$ cat config.mk
export PLATFORM = sky130hd
export DESIGN_NAME = if_stage
export DESIGN_NICKNAME = d
export VERILOG_FILES = /design/src/rtl/if_stage.sv
export SDC_FILE = /design/constraint.sdc
export NUM_CORES = 1
export LEC_CHECK = 0
export BUFFER_PORTS_ARGS = -buffer_cell sky130_fd_sc_hd__buf_2
export CAP_MARGIN = 25
export CORE_ASPECT_RATIO = 0.5
export CORE_MARGIN = 1
export CORE_UTILIZATION = 40
export CTS_CLUSTER_SIZE = 16
export DETAILED_ROUTE_END_ITERATION = 10
export PLACE_DENSITY = 0.66
export SLEW_MARGIN = 10
export SYNTH_ARGS = -nofsm -noshare
export SYNTH_HDL_FRONTEND = slang
export SYNTH_SLANG_ARGS = --single-unit
$ cat constraint.sdc
create_clock -name clk -period 3.5 [get_ports clk]
set_input_delay 0.175 -clock clk [delete_from_list [all_inputs] [get_ports clk]]
set_output_delay 0.175 -clock clk [all_outputs]
set_load 0.005 [all_outputs]
$ cat src/rtl/if_stage.sv
// Instruction-fetch stage: program counter, next-PC selection from decode
// redirects, and the IF/ID pipeline register feeding decode.
module if_stage #(
    parameter logic [31:0] RESET_PC = 32'h8000_0000,
    parameter logic [31:0] ILLOP_PC = 32'h8000_0004,
    parameter logic [31:0] XADR_PC  = 32'h8000_0008,
    parameter logic [31:0] NOP_INST = 32'h0000_0000
) (
    input  logic        clk,
    input  logic        rst,
    input  logic [2:0]  PCSrc,
    input  logic        BranchHazard,
    input  logic        JumpHazard,
    input  logic        DataHazard,
    input  logic [31:0] branch_target,
    input  logic [31:0] jump_target,
    input  logic [31:0] jr_target,
    output logic [31:0] imem_addr,
    input  logic [31:0] imem_rdata,
    output logic [31:0] PC,
    output logic [31:0] IF_ID_instruction,
    output logic [31:0] IF_ID_PC_plus_4,
    output logic [31:0] IF_ID_PC_Interrupt
);

    typedef struct packed {
        logic [31:0] instruction;
        logic [31:0] pc_plus_4;
        logic [31:0] pc_interrupt;
    } if_id_t;

    logic [31:0] pc_q;
    if_id_t      if_id_q;
    logic [31:0] pc_plus_4;
    logic [31:0] next_pc_raw;
    logic [31:0] next_pc;
    logic        redirect;

    // Sequential increment never touches the supervisor bit.
    assign pc_plus_4 = {pc_q[31], pc_q[30:0] + 31'd4};

    always_comb begin
        next_pc_raw = pc_plus_4;
        case (PCSrc)
            3'b001:  next_pc_raw = BranchHazard ? branch_target : pc_plus_4;
            3'b010:  next_pc_raw = jump_target;
            3'b011:  next_pc_raw = jr_target;
            3'b100:  next_pc_raw = ILLOP_PC;
            3'b101:  next_pc_raw = XADR_PC;
            default: next_pc_raw = pc_plus_4;
        endcase
    end

    assign next_pc  = {next_pc_raw[31:2], 2'b00};
    assign redirect = BranchHazard | JumpHazard | (PCSrc == 3'b100) | (PCSrc == 3'b101);

    // Stall beats redirect; decode re-presents the redirect once the stall clears.
    always_ff @(posedge clk) begin
        if (rst) begin
            pc_q                 <= RESET_PC;
            if_id_q.instruction  <= NOP_INST;
            if_id_q.pc_plus_4    <= RESET_PC;
            if_id_q.pc_interrupt <= RESET_PC;
        end else if (DataHazard) begin
            pc_q    <= pc_q;
            if_id_q <= if_id_q;
        end else if (redirect) begin
            pc_q                 <= next_pc;
            if_id_q.instruction  <= NOP_INST;
            if_id_q.pc_plus_4    <= next_pc;
            if_id_q.pc_interrupt <= next_pc;
        end else begin
            pc_q                 <= next_pc;
            if_id_q.instruction  <= imem_rdata;
            if_id_q.pc_plus_4    <= pc_plus_4;
            if_id_q.pc_interrupt <= pc_q;
        end
    end

    assign imem_addr          = pc_q;
    assign PC                 = pc_q;
    assign IF_ID_instruction  = if_id_q.instruction;
    assign IF_ID_PC_plus_4    = if_id_q.pc_plus_4;
    assign IF_ID_PC_Interrupt = if_id_q.pc_interrupt;

endmodule

After elaboration in Yosys (flattened, before gate mapping)
Cells that the tools add are included.
{ "totals": {"ff_bits": 126, "latch_bits": 0, "mem_bits_rw": 0, "rom_bits": 0, "in_bits": 136, "out_inout_bits": 160, "n_memories": 0} }
{ "classes": {"n_addsub": 1, "mul": 0, "div": 0, "n_lt_le_gt_ge": 0, "eq_ne": 5, "n_shift": 0, "n_mux": 3, "n_bitwise": 3, "n_reduce_logical": 0} }
{ "op_table": {"columns": ["operator", "n"], "rows": [
  ["one-hot mux 32 bit (5 select lines)", 1],
  ["two-way mux 96 bit", 1],
  ["two-way mux 32 bit", 1],
  ["adder 31 x 3 -> 31 bit (second input constant)", 1],
  ["== test 3 x 2 -> 1 bit (second input constant)", 2],
  ["== test 3 bit (second input constant)", 2],
  ["== test 3 x 1 -> 1 bit (second input constant)", 1],
  ["bitwise OR 1 bit", 3]
]} }

Logic depth before layout (Yosys ltp)
Gate-level depths: netlist of the first run.
{ "depth": {"depth_word": 4, "ltp_mapped": 11, "mapped_depth_nobuf": 8} }

Worst setup path before layout of the first run
No wires, ideal clock.
{ "synth_path": {"path_kind": "register to register", "startpoint": "reg pc_q[2], in the netlist PC[2]", "endpoint": "reg if_id_q, in the netlist IF_ID_PC_Interrupt[28]", "t_arrival_ns": 2.448, "slack_ns": 0.956, "path_stages_with_launch": 9, "path_buffers": 1, "path_cell_list": "dfxtp_1 > ha_1 > nand3_1 > or4_1 > clkbuf_1 > or4_1 > nand3_1 > nand3_1 > a221oi_1"} }
{ "synth_between": {"elab_chain_len": 4} }
{ "synth_lines": {"columns": ["element", "line", "text"], "rows": [
  ["start: declaration", "32", "logic [31:0] pc_q;"],
  ["start signal: assignment", "65", "pc_q <= pc_q;"],
  ["start signal: assignment", "68", "pc_q <= next_pc;"],
  ["start signal: assignment", "73", "pc_q <= next_pc;"],
  ["adder 31 x 3 -> 31 bit (*)", "40", "assign pc_plus_4 = {pc_q[31], pc_q[30:0] + 31'd4};"],
  ["two-way mux 32 bit", "45", "3'b001: next_pc_raw = BranchHazard ? branch_target : pc_plus_4;"],
  ["one-hot mux 32 bit (5 select lines) (*)", "44", "case (PCSrc)"],
  ["two-way mux 96 bit (*)", "67", "end else if (redirect) begin"],
  ["end signal: assignment", "66", "if_id_q <= if_id_q;"],
  ["end: declaration", "33", "if_id_t if_id_q;"]
]} }
Mark *: on every way between the ends. The rest lies on a longest branch, timed or not.
A chain may end at the register's enable or synchronous reset.

Worst setup path after layout of the first run
{ "layout_path": {"startpoint": "reg pc_q[3], in the netlist PC[3]", "endpoint": "reg if_id_q, in the netlist IF_ID_PC_Interrupt[28]"} }
The elaborated chain is that of the path after synthesis.

==> results of run 1 <==
-- cell usage after synthesis (8+ instances only) --
| master | instances | area, sq um |
|---|---|---|
| sky130_fd_sc_hd__a221oi_1 | 25 | 219 |
| sky130_fd_sc_hd__nand2_1 | 87 | 327 |
| sky130_fd_sc_hd__dfxtp_1 | 121 | 2420 |
| sky130_fd_sc_hd__a22oi_1 | 11 | 82.6 |
| sky130_fd_sc_hd__inv_1 | 35 | 131 |
| sky130_fd_sc_hd__o21ai_0 | 47 | 235 |
| sky130_fd_sc_hd__buf_2 | 8 | 40.0 |
| sky130_fd_sc_hd__o22ai_1 | 21 | 131 |
| sky130_fd_sc_hd__mux2i_1 | 16 | 160 |
| sky130_fd_sc_hd__buf_4 | 39 | 293 |
| sky130_fd_sc_hd__and3_1 | 35 | 219 |
| sky130_fd_sc_hd__a211oi_1 | 15 | 113 |
| sky130_fd_sc_hd__a21oi_1 | 108 | 541 |
| sky130_fd_sc_hd__nor3_1 | 20 | 100 |
| sky130_fd_sc_hd__nor2_1 | 124 | 465 |
| sky130_fd_sc_hd__mux2_2 | 15 | 169 |
| sky130_fd_sc_hd__clkbuf_1 | 76 | 285 |
| sky130_fd_sc_hd__xnor2_1 | 14 | 123 |
| sky130_fd_sc_hd__nand3_1 | 15 | 75.1 |
| sky130_fd_sc_hd__nand4_1 | 8 | 50.1 |
| sky130_fd_sc_hd__nand2b_1 | 10 | 62.6 |
-- sequential cells by signal, summed over array words and instances (netlist names) --
| signal | count |
|---|---|
| IF_ID_PC_Interrupt | 30 |
| IF_ID_PC_plus_4 | 29 |
| IF_ID_instruction | 32 |
| PC | 30 |
-- through the flow --
step | hold WS (ns) | total power, mW | instance area, sq um
5_1_grt | 0.0994 | 4.23 | 9020
3_5_place_dp | 0.452 | 2.24 | 8410
3_3_place_gp | 0.449 | 2.23 | 8410
6_report | 0.0929 | 4.06 | 9020
4_1_cts | 0.0793 | 4.07 | 9020
2_1_floorplan | 0.418 | 1.97 | 7160
-- worst paths after layout --
| kind | cells past startpoint | to | from | slack, ns |
|---|---|---|---|---|
| max | 7 | IF_ID_PC_Interrupt[28] | PC[3] | 0.53 |
| min | 4 | IF_ID_instruction[30] | imem_rdata[30] | 0.09 |
| max reg2reg | 7 | IF_ID_PC_Interrupt[28] | PC[3] | 0.53 |
| min reg2reg | 2 | IF_ID_PC_Interrupt[7] | IF_ID_PC_Interrupt[7] | 0.46 |
-- worst max-delay path, cell delays in order (launching register included) --
cell                       delay [ns]
sky130_fd_sc_hd__dfxtp_1         0.52
sky130_fd_sc_hd__ha_1            0.30
sky130_fd_sc_hd__nand3_1         0.20
sky130_fd_sc_hd__or4_1           0.75
sky130_fd_sc_hd__or4_1           0.59
sky130_fd_sc_hd__nand3_1         0.12
sky130_fd_sc_hd__nand3_1         0.11
sky130_fd_sc_hd__a221oi_1        0.28
-- power by group through the flow --
| stage | logic (mW) | registers (mW) | clock network (mW) |
|---|---|---|---|
| 2_1_floorplan | 0.438 | 1.54 | 0 |
| 3_3_place_gp | 0.678 | 1.55 | 0 |
| 6_report | 0.698 | 1.52 | 1.84 |
| 5_1_grt | 0.773 | 1.53 | 1.92 |
| 4_1_cts | 0.692 | 1.52 | 1.86 |
| 3_5_place_dp | 0.688 | 1.55 | 0 |
-- kinds of logic (layout without fill, tap and decap cells) --
logic type,Yosys count,in the layout,share of synthesized area [%]
flops,121,121,33.9
xor+xnor,20,20,2.45
compound gates,281,281,24.9
buf+inv,162,370,10.7
other cells,1,8,0.0525
fa+ha+maj,2,2,0.351
mux,31,31,4.61
simple gates,345,345,23.0
-- cell type report --
type / count / area (sq um)
fillers: 1714 / 8370
well taps: 234 / 293
multi-input cells: 687 / 3990
flip-flops and latches: 121 / 2420
inverters: 35 / 131
repair buffers: 303 / 1580
clock inverters: 13 / 169
clock buffers: 19 / 443
-- layer usage --
layer / vias up / wire [um]
met5: - / 0
met3: 36 / 2120
li1: 3781 / -
met2: 356 / 11300
met4: 0 / 401
met1: 3633 / 10700
==> metrics.md, run 1 <==
| Metric | Value |
|---|---|
| Drt total wl | `24,500 um` |
| Fraction of the core area covered by cells at the end of the flow | `51.9%` |
| Number of standard cells after synthesis | `963` |
| Tightest Hold Check Type | `input pin to flop` |
| LEAKAGE | `4.09 nW` |
| Met3 Track Usage GR | `5.99%` |
| Final critical-path share of the clock period | `84.9%` |
| Gpl congestion | `0.939` |
| Seq/Total Area, Yosys | `33.9%` |
| Combinational group share of total power | `17.2%` |
| Layout Skew | `0.00875 ns` |
| WL/cell | `17.3 um` |
| Max_slew headroom | `37.2%` |
| Antenna violations before repair | `0` |
| Global route hottest layer | `met2` |
| EDFF count, synth | `0` |
| Number of max-slew violations in the final report | `0` |
| CTS tree | `built` |
| Min Clock Period, post-route | `2.97 ns` |
| Commonest non-fill, non-tap cell in the layout | `sky130_fd_sc_hd__buf_2` |
| Synth-to-Final Area Change | `26.4%` |
| Relative contribution of sequential cells to total power | `37.6%` |
| Setup crit start kind | `flop` |
| Clk slew on worst S/H paths | `0.06 ns` |
| Hold Violations, Final | `0` |
| DRC violation count after routing | `0` |
| Number of buffers inserted during clock tree synthesis | `17` |
| Max H-tree Level | `4` |
| Half-perimeter wire length of the detailed placement result | `17,400 um` |
| Worst slack after detailed placement | `0.466 ns` |
| Number of clock sinks | `121` |
| Outcome | `completed` |
| Worst Path Class, Setup | `flop to flop` |
| Worst skew pair latency | `0.43 ns` |
| Count of standard-cell rows | `34` |
| Main synth FF type | `sky130_fd_sc_hd__dfxtp_1` |
| Die width | `191 um` |
| Proportion of total power due to net switching | `28.8%` |
| Setup violators final | `0` |
| Fraction of registers with async set/reset | `0%` |
| Number of routed nets with antenna violations | `0` |
| Largest net degree at the start of global routing | `88` |
| Met2 Track Usage GR | `41.2%` |
| Number of diodes added for antenna fixing | `0` |
| Power density relative to cell area | `449 nW/um^2` |
| Buffer cell driving the clock tree root | `sky130_fd_sc_hd__clkbuf_16` |
| Number of cells in the finished layout apart from fillers | `1,412` |
| Area of the die | `18,400 sq um` |
| Cells resized by post-CTS repair | `0` |
| Number of violations reported at the end of detailed-routing iteration 0 | `660` |
| Type of element capturing the critical path | `flop` |
| Area of the placeable core | `17,400 sq um` |
| Vias in the first global route | `6,952` |
| Per-instance average area after synthesis | `7.41 sq um` |
| Number of top-level design ports | `296` |
| GRT overflow | `0` |
| Critical-path maximum fanout | `7` |
| RSZ-0062 raised after global routing | `false` |
| First-pass GRT wire length | `37,100 um` |
| Post-layout nets | `1,303` |
| Final-layout setup total negative slack | `0 ns` |
| Share of layout cells above drive strength 1 | `30.6%` |
| Internal Pwr Total | `2.89 mW` |
| Count of vias placed by the detailed router | `7,806` |
| Height of the die | `96.5 um` |
| Peak ir drop on the vdd network | `0.294 mV` |
| Minimum setup slack in the final design | `0.530 ns` |
| Hold_buf cts | `0` |
| Iteration count of the initial detailed-routing pass | `6` |
| Starting Density | `41.0%` |
| I/O Buffers | `281` |
| Mean number of vias per cell | `5.53` |
| Setup bufs post-CTS | `0` |
| Worst EP arrival | `3.30 ns` |
| Part of the power in the clock network | `45.2%` |
| Overall fraction of global-route tracks in use | `26.0%` |
| Switching power of the nets | `1.17 mW` |
| Flop and latch count out of synthesis | `121` |
| Grt met1 use | `34.6%` |
| Max-cap violations | `0` |
| Library cells used by synthesis | `61` |
| Achievable Freq | `0.337 GHz` |
| Max Buffers Root-to-Sink | `2` |
| Worst Tran Pin Value | `0.938 ns` |
| Cell area after technology mapping | `7140 sq um` |
| Number of cells after detailed placement | `1,380` |
| Yosys Warn Count | `0` |
| Commonest cells after routing, fill and taps aside | `sky130_fd_sc_hd__buf_2 (279), sky130_fd_sc_hd__nor2_1 (124), sky130_fd_sc_hd__dfxtp_1 (121)` |
| Data required time of the critical path | `3.83 ns` |
Note: power is estimated with default switching activity, not from simulation.
==> run 2: changes to the inputs <==
==> constraint.sdc (replaced) <==
create_clock -name clk -period 3 [get_ports clk]
set_input_delay 0.15 -clock clk [delete_from_list [all_inputs] [get_ports clk]]
set_output_delay 0.15 -clock clk [all_outputs]
set_load 0.005 [all_outputs]
==> metrics.md, run 2 (same netlist as run 1, synthesis figures left out) <==
| Metric | Value |
|---|---|
| Power density relative to cell area | `504 nW/um^2` |
| Number of diodes added for antenna fixing | `0` |
| Share of layout cells above drive strength 1 | `31.5%` |
| Outcome | `completed` |
| Worst skew pair latency | `0.43 ns` |
| Area of the die | `18,400 sq um` |
| Hold Violations, Final | `0` |
| Half-perimeter wire length of the detailed placement result | `17,500 um` |
| Mean number of vias per cell | `5.55` |
| LEAKAGE | `4.15 nW` |
| I/O Buffers | `281` |
| Starting Density | `41.0%` |
| Number of top-level design ports | `296` |
| Count of standard-cell rows | `34` |
| GRT overflow | `0` |
| Iteration count of the initial detailed-routing pass | `5` |
| Hold_buf cts | `0` |
| Type of element capturing the critical path | `flop` |
| Number of clock sinks | `121` |
| Max Buffers Root-to-Sink | `2` |
| Setup violators final | `0` |
| Commonest cells after routing, fill and taps aside | `sky130_fd_sc_hd__buf_2 (279), sky130_fd_sc_hd__nor2_1 (124), sky130_fd_sc_hd__dfxtp_1 (121)` |
| Min Clock Period, post-route | `2.75 ns` |
| Overall fraction of global-route tracks in use | `26.1%` |
| Setup bufs post-CTS | `0` |
| Tightest Hold Check Type | `input pin to flop` |
| Max-cap violations | `0` |
| Number of buffers inserted during clock tree synthesis | `17` |
| RSZ-0062 raised after global routing | `false` |
| Clk slew on worst S/H paths | `0.06 ns` |
| Hold slack | `0.0704 ns` |
| Final-layout setup total negative slack | `0 ns` |
| Area of the placeable core | `17,400 sq um` |
| Die width | `191 um` |
| Number of max-slew violations in the final report | `0` |
| CTS tree | `built` |
| Post-layout nets | `1,317` |
| Minimum setup slack in the final design | `0.249 ns` |
| Achievable Freq | `0.364 GHz` |
| Max H-tree Level | `4` |
| Fill cell count | `1,755` |
| Worst Path Class, Setup | `flop to flop` |
| Synth-to-Final Area Change | `27.4%` |
| Drt total wl | `24,700 um` |
| Worst EP arrival | `3.08 ns` |
| Largest net degree at the start of global routing | `94` |
| Number of violations reported at the end of detailed-routing iteration 0 | `763` |
| Height of the die | `96.5 um` |
| Layout Skew | `0.0109 ns` |
| Setup crit start kind | `flop` |
| WL/cell | `17.3 um` |
| Final critical-path share of the clock period | `91.7%` |
| Antenna violations before repair | `1` |
| Data required time of the critical path | `3.33 ns` |
| Worst Tran Pin Value | `0.874 ns` |
| DRC violation count after routing | `0` |
| Max_slew headroom | `41.5%` |
| Number of flip-flops in the largest register | `32` |
| Commonest non-fill, non-tap cell in the layout | `sky130_fd_sc_hd__buf_2` |
| Number of routed nets with antenna violations | `0` |
| Peak ir drop on the vdd network | `0.381 mV` |
| Critical-path maximum fanout | `8` |
| Cells resized by post-CTS repair | `0` |
| Worst slack after detailed placement | `0.186 ns` |
| Gpl congestion | `0.930` |
| Count of vias placed by the detailed router | `7,912` |
| Buffer cell driving the clock tree root | `sky130_fd_sc_hd__clkbuf_16` |
| First-pass GRT wire length | `37,300 um` |
| Vias in the first global route | `6,988` |
run 2: cell types whose count changed in the layout (fill, tap and decap cells not counted), sizes merged:
cell,delta
clkinv,+3
clkbuf,-1
buf,+14
bufinv,-2
run 2: routing by layer:
| metal | part of all wire [%] | track usage (%) | vias up |
|---|---|---|---|
| met3 | 8.4 | 6.54 | 34 |
| li1 | - | - | 3812 |
| met2 | 46 | 42.3 | 352 |
| met4 | 1.7 | 8.73 | 0 |
| met1 | 44 | 34.1 | 3714 |
| met5 | 0 | 0 | - |
run 2: where the power goes:
group | total (mW) | internal [mW] | switching, mW
logic | 0.844 | 0.355 | 0.489
registers | 1.76 | 1.69 | 0.0691
clock network | 1.98 | 1.16 | 0.817
run 2: worst paths after layout:
path | cells after the start | slack, ns | startpoint | endpoint
setup / recovery | 7 | 0.25 | PC[2] | IF_ID_PC_plus_4[28]
hold / removal | 4 | 0.07 | imem_rdata[11] | IF_ID_instruction[11]
setup reg to reg | 7 | 0.25 | PC[2] | IF_ID_PC_plus_4[28]
hold reg to reg | 2 | 0.46 | IF_ID_PC_plus_4[14] | IF_ID_PC_plus_4[14]
run 2: worst max-delay path: stages, from the launching register on:
cell and delay, ns:
sky130_fd_sc_hd__dfxtp_1 0.48, sky130_fd_sc_hd__ha_1 0.25, sky130_fd_sc_hd__nand3_1 0.20, sky130_fd_sc_hd__or4_4 0.65, sky130_fd_sc_hd__or4_1 0.56, sky130_fd_sc_hd__nand3_1 0.13
sky130_fd_sc_hd__nand3_1 0.12, sky130_fd_sc_hd__a221oi_1 0.26
run 2: area by class of cell:
| type | count | area [sq um] | share of cell area [%] |
|---|---|---|---|
| Sequential cell | 121 | 2420 | 26.6 |
| Timing Repair Buffer | 317 | 1690 | 18.6 |
| Tap cell | 234 | 293 | 3.22 |
| Multi-Input combinational cell | 687 | 3990 | 43.9 |
| Clock inverter | 14 | 124 | 1.36 |
| Clock buffer | 18 | 439 | 4.83 |
| Inverter | 35 | 131 | 1.44 |
run 2: per-stage QoR:
stage	cells	instance area (sq um)	total power, mW	utilization (%)
after floorplan	970	7160	2.30	-
final	1426	9100	4.58	52.3
after global routing	1426	9100	4.78	52.3
after global placement	1394	8530	2.61	49.0
after detailed placement	1394	8530	2.63	49.0
after CTS	1426	9090	4.61	52.3
==> run 3: changes to the inputs <==
--- a/config.mk
+++ b/config.mk
@@ -9,10 +9,11 @@
 export CAP_MARGIN = 25
 export CORE_ASPECT_RATIO = 0.5
 export CORE_MARGIN = 1
-export CORE_UTILIZATION = 40
+export CORE_UTILIZATION = 45
 export CTS_CLUSTER_SIZE = 16
 export DETAILED_ROUTE_END_ITERATION = 10
-export PLACE_DENSITY = 0.66
+export PLACE_DENSITY = 0.74
+export SETUP_SLACK_MARGIN = 0.02
 export SLEW_MARGIN = 10
 export SYNTH_ARGS = -nofsm -noshare
 export SYNTH_HDL_FRONTEND = slang
==> metrics.md, run 3 (same netlist as run 1, synthesis figures left out) <==
| Metric | Value |
|---|---|
| Outcome | `finished, violations left` |
| Violations in the final reports | `DRC` |
| Buffer cell driving the clock tree root | `sky130_fd_sc_hd__clkbuf_16` |
| Share of layout cells above drive strength 1 | `31.4%` |
| Worst setup path startpoint | `PC[15]` |
| Data required time of the critical path | `3.33 ns` |
| Number of violations reported at the end of detailed-routing iteration 0 | `800` |
| Hold Violations, Final | `0` |
| Number of diodes added for antenna fixing | `0` |
| First-pass GRT wire length | `38,000 um` |
| Tightest Hold Check Type | `input pin to flop` |
| RSZ-0062 raised after global routing | `false` |
| Die width | `180 um` |
| Worst Path Class, Setup | `flop to flop` |
| I/O Buffers | `281` |
| Max_slew headroom | `42.0%` |
| Hold_buf cts | `0` |
| Area of the placeable core | `15,500 sq um` |
| WL/cell | `17.3 um` |
| Achievable Freq | `0.376 GHz` |
| Max H-tree Level | `4` |
| Endpoint of the worst register-to-register path | `IF_ID_PC_plus_4[25]` |
| Type of element capturing the critical path | `flop` |
| Max-cap violations | `0` |
| Final critical-path share of the clock period | `88.8%` |
| Starting Density | `46.2%` |
| Most common cell on crit path | `sky130_fd_sc_hd__nor3_1` |
| Vias in the first global route | `7,219` |
| DRC violation count after routing | `2` |
| Clk slew on worst S/H paths | `0.06 ns` |
| Overall fraction of global-route tracks in use | `28.9%` |
| Max Buffers Root-to-Sink | `2` |
| Area of the die | `16,400 sq um` |
| Largest net degree at the start of global routing | `83` |
| Drt total wl | `24,200 um` |
| Count of standard-cell rows | `32` |
| Setup bufs post-CTS | `0` |
| Critical-path top delay cell | `sky130_fd_sc_hd__or4_1` |
| Fraction of the core area covered by cells at the end of the flow | `58.8%` |
| Worst hold path cell count | `4` |
| LEAKAGE | `4.17 nW` |
| Commonest cells after routing, fill and taps aside | `sky130_fd_sc_hd__buf_2 (279), sky130_fd_sc_hd__nor2_1 (124), sky130_fd_sc_hd__dfxtp_1 (121)` |
| Half-perimeter wire length of the detailed placement result | `17,100 um` |
| Number of max-slew violations in the final report | `0` |
| Power density relative to cell area | `517 nW/um^2` |
| Worst path cell trace | `nand4_2 > or4_1 > or4_4 > a311oi_2 > nor3_1 > nor3_1` |
| Setup violators final | `0` |
| Count of vias placed by the detailed router | `8,046` |
| Register-to-Register Setup Slack | `0.34 ns` |
| Worst Tran Pin Value | `0.867 ns` |
| Min-Delay Endpoint | `IF_ID_instruction[10]` |
| Number of flip-flops in the largest register | `32` |
| Final-layout setup total negative slack | `0 ns` |
| Number of clock sinks | `121` |
| Setup crit start kind | `flop` |
| Depth of the most critical reg-to-reg path | `6` |
| Cell type group with the largest total delay on the critical path | `simple AND/OR/NAND/NOR gates` |
| Reg2Reg Launch Point | `PC[15]` |
| Height of the die | `91.1 um` |
| Worst skew pair latency | `0.42 ns` |
| Cells resized by post-CTS repair | `0` |
| Mean number of vias per cell | `5.76` |
| Start point of the worst hold path | `imem_rdata[10]` |
| Number of buffers inserted during clock tree synthesis | `17` |
| Critical-path maximum fanout | `7` |
| Post-layout nets | `1,318` |
| GRT overflow | `0` |
| Synth-to-Final Area Change | `27.4%` |
| Maximum cell stage delay along the critical path | `0.75 ns` |
| Worst EP arrival | `2.99 ns` |
| Worst Path Buf+Inv | `0` |
| Peak ir drop on the vdd network | `0.276 mV` |
| Min Clock Period, post-route | `2.66 ns` |
| CTS tree | `built` |
| Iteration count of the initial detailed-routing pass | `8` |
| Antenna violations before repair | `0` |
| Layout Skew | `0.0110 ns` |
| Number of top-level design ports | `296` |
| Number of routed nets with antenna violations | `0` |
| Gpl congestion | `0.900` |
| Commonest non-fill, non-tap cell in the layout | `sky130_fd_sc_hd__buf_2` |
run 3: changes by cell type in the layout (fill, tap and decap cells not counted), sizes merged:
cell      change
clkinv        -4
bufinv        +1
clkinvlp      -1
buf           +1
inv           +4
run 3: worst max-delay path by stage:
stage	endpoint	slack (ns)	cells past startpoint
floorplan	IF_ID_PC_Interrupt[28]	0.46	8
global placement	IF_ID_PC_Interrupt[22]	0.43	9
detailed placement	IF_ID_PC_Interrupt[22]	0.35	9
CTS	IF_ID_PC_plus_4[25]	0.36	6
global route	IF_ID_PC_plus_4[25]	0.23	6
finish	IF_ID_PC_plus_4[25]	0.34	6
run 3: layer usage:
metal / up-vias / track usage, % / routed length (um)
met5: - / 0 / 0
met4: 0 / 8.55 / 367
met3: 40 / 6.94 / 2270
met2: 445 / 47.1 / 11100
met1: 3749 / 38.1 / 10500
li1: 3812 / - / -
run 3: power breakdown:
group	internal [mW]	total [mW]	switching [mW]
combinational	0.355	0.847	0.493
clock	1.25	2.09	0.843
sequential	1.69	1.76	0.0696
run 3: area by class of cell:
cell class                 count  area, sq um
multi-input combinational    687         3990
clock buffer                  18          429
fill                        1481         6360
clock inverter                14          164
inverter                      35          131
timing repair buffer         318         1700
sequential                   121         2420
tap                          204          255
run 3: per-stage QoR:
step	hold WS (ns)	instance area (sq um)	power (mW)	worst slack, ns	std cells
6_report	0.0743	9090	4.70	0.337	1397
5_1_grt	0.0737	9090	4.87	0.231	1397
4_1_cts	0.0610	9090	4.70	0.359	1397
3_5_place_dp	0.456	8500	2.63	0.350	1365
3_3_place_gp	0.450	8500	2.61	0.428	1365
2_1_floorplan	0.393	7160	2.30	0.456	970
run 3: worst min-delay path, cell delays in order:
cell	delay (ns)
sky130_fd_sc_hd__buf_2	0.07
sky130_fd_sc_hd__and3_1	0.13
sky130_fd_sc_hd__a21oi_1	0.04
sky130_fd_sc_hd__nor2_1	0.07
